[config.mk]
export PLATFORM = sky130hd
export DESIGN_NAME = pipe_stage_skid_flat
export DESIGN_NICKNAME = d
export VERILOG_FILES = /design/src/rtl/pipe_stage_skid_if.sv /design/src/rtl/pipe_stage_skid.sv /design/src/flat_wrapper.sv
export SDC_FILE = /design/constraint.sdc
export NUM_CORES = 1
export LEC_CHECK = 0
export CORE_ASPECT_RATIO = 1.2
export CORE_UTILIZATION = 43
export DETAILED_ROUTE_END_ITERATION = 10
export PLACE_DENSITY = 0.87
export SLEW_MARGIN = 10
export SYNTH_ARGS = -nofsm -noshare
export SYNTH_HDL_FRONTEND = slang
export SYNTH_SLANG_ARGS = --single-unit
[constraint.sdc]
create_clock -name clk_i -period 1.4 [get_ports clk_i]
set_input_delay 0.28 -clock clk_i [delete_from_list [all_inputs] [get_ports clk_i]]
set_output_delay 0.28 -clock clk_i [all_outputs]
set_load 0.02 [all_outputs]
[src/rtl/pipe_stage_skid_if.sv]
// Valid/ready handshake bundle for pipe_stage_skid.
// master drives payload in and accepts output; slave is the stage.
interface pipe_stage_skid_if #(
  parameter int DATA_W = 64
);
  logic              in_valid_i;
  logic              in_ready_o;
  logic [DATA_W-1:0] in_data_i;
  logic              out_valid_o;
  logic              out_ready_i;
  logic [DATA_W-1:0] out_data_o;

  modport master (
    output in_valid_i,
    input  in_ready_o,
    output in_data_i,
    input  out_valid_o,
    output out_ready_i,
    input  out_data_o
  );

  modport slave (
    input  in_valid_i,
    output in_ready_o,
    input  in_data_i,
    output out_valid_o,
    input  out_ready_i,
    output out_data_o
  );
endinterface

[src/rtl/pipe_stage_skid.sv]
// Pipeline stage register with one-entry skid buffer and flush.
// Optional stall counter: define PIPE_STAGE_SKID_PERF_EN.
module pipe_stage_skid #(
  parameter int                DATA_W    = 64,
  parameter logic [DATA_W-1:0] FLUSH_VAL = '0
) (
  input  logic        clk_i,
  input  logic        rst_i,
  input  logic        flush_i,
  pipe_stage_skid_if.slave io,
  output logic [1:0]  occupancy_o,
  output logic [31:0] stall_cnt_o
);

  logic              r_main_v;
  logic              r_skid_v;
  logic [DATA_W-1:0] r_main_d;
  logic [DATA_W-1:0] r_skid_d;

  logic w_ready;
  logic w_push;
  logic w_pop;

  // Ready depends only on registered skid state, except for flush.
  assign w_ready = rst_i & ~r_skid_v & ~flush_i;
  assign w_push  = io.in_valid_i & w_ready;
  assign w_pop   = r_main_v & io.out_ready_i;

  assign io.in_ready_o  = w_ready;
  assign io.out_valid_o = r_main_v;
  assign io.out_data_o  = r_main_d;
  assign occupancy_o    = {1'b0, r_main_v} + {1'b0, r_skid_v};

  always_ff @(posedge clk_i or negedge rst_i) begin
    if (!rst_i) begin
      r_main_v <= 1'b0;
      r_skid_v <= 1'b0;
      r_main_d <= '0;
      r_skid_d <= '0;
    end else begin
      priority case (1'b1)
        flush_i: begin
          r_main_v <= 1'b0;
          r_skid_v <= 1'b0;
          r_main_d <= FLUSH_VAL;
        end
        (r_skid_v & w_pop): begin
          r_main_d <= r_skid_d;
          r_main_v <= 1'b1;
          r_skid_v <= 1'b0;
        end
        r_skid_v: begin
        end
        (~r_main_v & w_push): begin
          r_main_d <= io.in_data_i;
          r_main_v <= 1'b1;
        end
        (w_pop & w_push): begin
          r_main_d <= io.in_data_i;
        end
        w_pop: begin
          r_main_v <= 1'b0;
        end
        w_push: begin
          r_skid_d <= io.in_data_i;
          r_skid_v <= 1'b1;
        end
        default: begin
        end
      endcase
    end
  end

`ifdef PIPE_STAGE_SKID_PERF_EN
  logic [31:0] r_stall_cnt;

  always_ff @(posedge clk_i or negedge rst_i) begin
    if (!rst_i) begin
      r_stall_cnt <= '0;
    end else if (r_main_v & ~io.out_ready_i
                 & (r_stall_cnt != 32'hFFFF_FFFF)) begin
      r_stall_cnt <= r_stall_cnt + 32'd1;
    end
  end

  assign stall_cnt_o = r_stall_cnt;
`else
  assign stall_cnt_o = '0;
`endif

endmodule
[src/flat_wrapper.sv]
// flat-port wrapper written by rule: the top's interface ports become plain ports
module pipe_stage_skid_flat 
#(
  parameter int                DATA_W    = 64,
  parameter logic [DATA_W-1:0] FLUSH_VAL = '0
)
  (clk_i, rst_i, flush_i, occupancy_o, stall_cnt_o, io_in_valid_i, io_in_ready_o, io_in_data_i, io_out_valid_o, io_out_ready_i, io_out_data_o);
  pipe_stage_skid_if #(.DATA_W(DATA_W)) io_i ();
  input  logic clk_i;
  input  logic rst_i;
  input  logic flush_i;
  output logic [1:0] occupancy_o;
  output logic [31:0] stall_cnt_o;
  input wire logic [$bits(io_i.in_valid_i)-1:0] io_in_valid_i;
  output wire logic [$bits(io_i.in_ready_o)-1:0] io_in_ready_o;
  input wire logic [$bits(io_i.in_data_i)-1:0] io_in_data_i;
  output wire logic [$bits(io_i.out_valid_o)-1:0] io_out_valid_o;
  input wire logic [$bits(io_i.out_ready_i)-1:0] io_out_ready_i;
  output wire logic [$bits(io_i.out_data_o)-1:0] io_out_data_o;
  assign io_i.in_valid_i = io_in_valid_i;
  assign io_in_ready_o = io_i.in_ready_o;
  assign io_i.in_data_i = io_in_data_i;
  assign io_out_valid_o = io_i.out_valid_o;
  assign io_i.out_ready_i = io_out_ready_i;
  assign io_out_data_o = io_i.out_data_o;
  pipe_stage_skid #(.DATA_W(DATA_W), .FLUSH_VAL(FLUSH_VAL)) u_core (.clk_i(clk_i), .rst_i(rst_i), .flush_i(flush_i), .io(io_i), .occupancy_o(occupancy_o), .stall_cnt_o(stall_cnt_o));
endmodule
==> metrics <==
Post-DP HPWL 8615 um; largest family of logic cells by synthesized area multiplexers; cell taking the most area after synthesis dfrtp_1; status finished with violations; Post-Place Worst Slack -564.2 ps; Compound-Gate Fraction of Synth Area 0.1061; Critical-path top delay cell dfrtp_2; Arr. time, crit path 1960 ps; # IOs around 170; effective utilization at floorplan 0.4456; mux cell area share after synthesis 0.2380; share of post-route cells with drive strength above 1 0.5132; hold crit path type in -> async; failing checks setup timing; Slew Limit Fails 0; Setup Skew slightly above 8 ps; Tmin final 1681 ps; WHS 34.37 ps; RSZ-0062 raised after global routing yes; Total GRT Usage 0.2331; Placeable Area 12840 um^2; WL final 17740 um; wire per inst between 20 and 25 um; final setup margin -280.6 ps; H-Tree Depth 4; Worst Setup Start Kind register; final period utilization 1.200; first-pass iteration count of the detailed router 4; first-pass GRT wire length 24070 um; CTS clk-pin slew, worst paths 60 ps; GRT overflow 0; DRC Markers 0; Antenna Cells 0; I/O Buffers ~140; Die Area ~14000 um^2; vias in the first global route 4425; drt via density 5.447; CP delay by family, top buffers and inverters; actual slew at the worst max-slew pin between 600 and 700 ps; Layout area overhead 66.95%; max-cap violations 0; Final Hold Fails 0; GPL Wtd Cong 0.7978; adder-cell share of the synthesized area 0.002187; synth top area cells dfrtp_1 (57%), mux2i_1 (11%), o2bb2ai_1 (9.8%), mux2_1 (9.6%), buf_4 (4.2%); critical path class reg -> reg; clock root buffer clkbuf_16; Final Setup Violations approximately 130; largest net degree at the start of global routing 54; CTS tree built; Vias 4183; max incr delay on CP 460 ps; simple-gate share of the synthesized area 0.01378; part of the Yosys area used for sequential elements 0.5687; CTS max path bufs 2; die height 128.4 um; commonest non-fill, non-tap cell in the layout dfrtp_1; VDD IR max 0.8564 mV; syn avg cell area 14.41 um^2; # nets final 663; Routed Antenna Nets 0; critical-path maximum fanout 8; LEAKAGE between 4 and 5 nW; Netlist Area Pre-Place roughly 5700 um^2; crit end category register; crit-path cells buf_6 > buf_6 > nand3_4 > buf_12 > buf_12 > mux2i_1 > o2bb2ai_4; Initial DRC Count 190; Relative slew margins 0.5555; #FFs+latches synth 130; Yosys Warn Count 0; initial antenna violation count 0; Die Width 107.3 um; power per cell area roughly 1200 nW/um^2; Critical Path RT 1680 ps; Buf/Inv on CP 4; overall power 11.03 mW; count of cell types in the netlist 24; fillers about 800; std cell rows 45; share of the synthesized area in the top cell type 0.5687; post-synthesis xor/xnor area fraction 0; clock sink count 130; Clk Latency, worst-skew pair 410 ps; cts bufs inserted 17; most frequent cells in the layout dfrtp_1 (128), clkdlybuf4s50_1 (65), mux2_4 (64); FMAX 595.0 MHz; Setup Total Neg Slack -24280 ps; Synth Instances 397
what timing repair did:
item	4_1_cts	5_1_grt
gates resized for setup	240	203
cloned	14	6
hold buffers	1	0
pin swaps	22	17
setup buffers	20	5
endpoints found under the setup margin	196	166
hold endpoints to repair	2	0
worst reg2reg max path, stage by stage (launching register included):
cell	delay [ps]
dfrtp_2	460
buf_6	150
buf_6	110
nand3_4	80
buf_12	150
buf_12	170
mux2i_1	340
o2bb2ai_4	100
sequential cells by signal (all words and copies together), names as in the netlist:
register,flops
u_core.r_skid_v,1
u_core.io.out_data_o,64
u_core.r_skid_d,64
u_core.io.out_valid_o,1
power by group:
part	switching (mW)	total, mW	internal [mW]	leakage, nW
combinational	0.818	1.84	1.02	2.49
sequential	0.332	4.49	4.16	1.74
clock	1.68	4.70	3.02	0.295
total	2.83	11.0	8.20	4.52
cell type report:
cell class	instances	area, um^2	area share
flip-flops and latches	130	3256	0.3409
multi-input cells	239	3182	0.3332
repair buffers	204	2282	0.2390
clock buffers	18	439.2	0.04598
well taps	164	205.2	0.02149
clock inverters	12	182.7	0.01913
inverters	1	3.754	0.0003930
logic make-up after synthesis:
group	after synthesis
adder cells (fa/ha/maj)	1
multiplexers	128
flip-flops	130
other	1
buffers and inverters	59
AND/OR/NAND/NOR	10
AO/OA/AOI/OAI	68
worst paths after layout:
path                       slack, ps                  endpoint  depth (start not counted)                      from
setup / recovery                -280  u_core.io.out_data_o[11]                          7           u_core.r_skid_v
max in group asynchronous        450       u_core.r_skid_d[45]                          3                     rst_i
hold reg to reg                  480  u_core.io.out_data_o[42]                          1  u_core.io.out_data_o[42]
setup reg to reg                -280  u_core.io.out_data_o[11]                          7           u_core.r_skid_v
hold / removal                    30       u_core.r_skid_d[25]                          2                     rst_i
min in group clk_i               410     u_core.io.out_valid_o                          3                   flush_i
cell usage after synthesis:
| master | number |
|---|---|
| mux2i_1 | 64 |
| ha_1 | 1 |
| conb_1 | 1 |
| nand4_2 | 1 |
| nand2b_1 | 2 |
| a21o_1 | 1 |
| o2bb2ai_1 | 64 |
| nand2_1 | 2 |
| buf_6 | 6 |
| dfrtp_1 | 130 |
| mux2_1 | 49 |
| a31o_2 | 1 |
| nor3b_1 | 1 |
| nand3_1 | 1 |
| clkbuf_1 | 6 |
| nor4_4 | 1 |
| nand2b_2 | 1 |
| inv_1 | 1 |
| buf_4 | 32 |
| buf_2 | 14 |
| a31oi_4 | 1 |
| a2bb2oi_1 | 1 |
| nor2_1 | 1 |
| mux2_2 | 15 |
through the flow:
stage	util	instances	instance area [um^2]
6_report	0.7440	768	9550
2_1_floorplan	-	428	5866
3_5_place_dp	0.5709	700	7328
5_1_grt	0.7440	768	9550
3_3_place_gp	0.5709	700	7328
4_1_cts	0.6964	765	8940
per-layer routing:
metal,part of all wire,track usage,routed length (um),vias to the layer above
li1,-,-,-,1809
met1,0.41,0.2960,7317,2195
met2,0.53,0.3954,9447,154
met3,0.036,0.05370,644,25
met4,0.018,0.07413,328,0
met5,0,0,0,-
(Power assumes the default switching activity.)
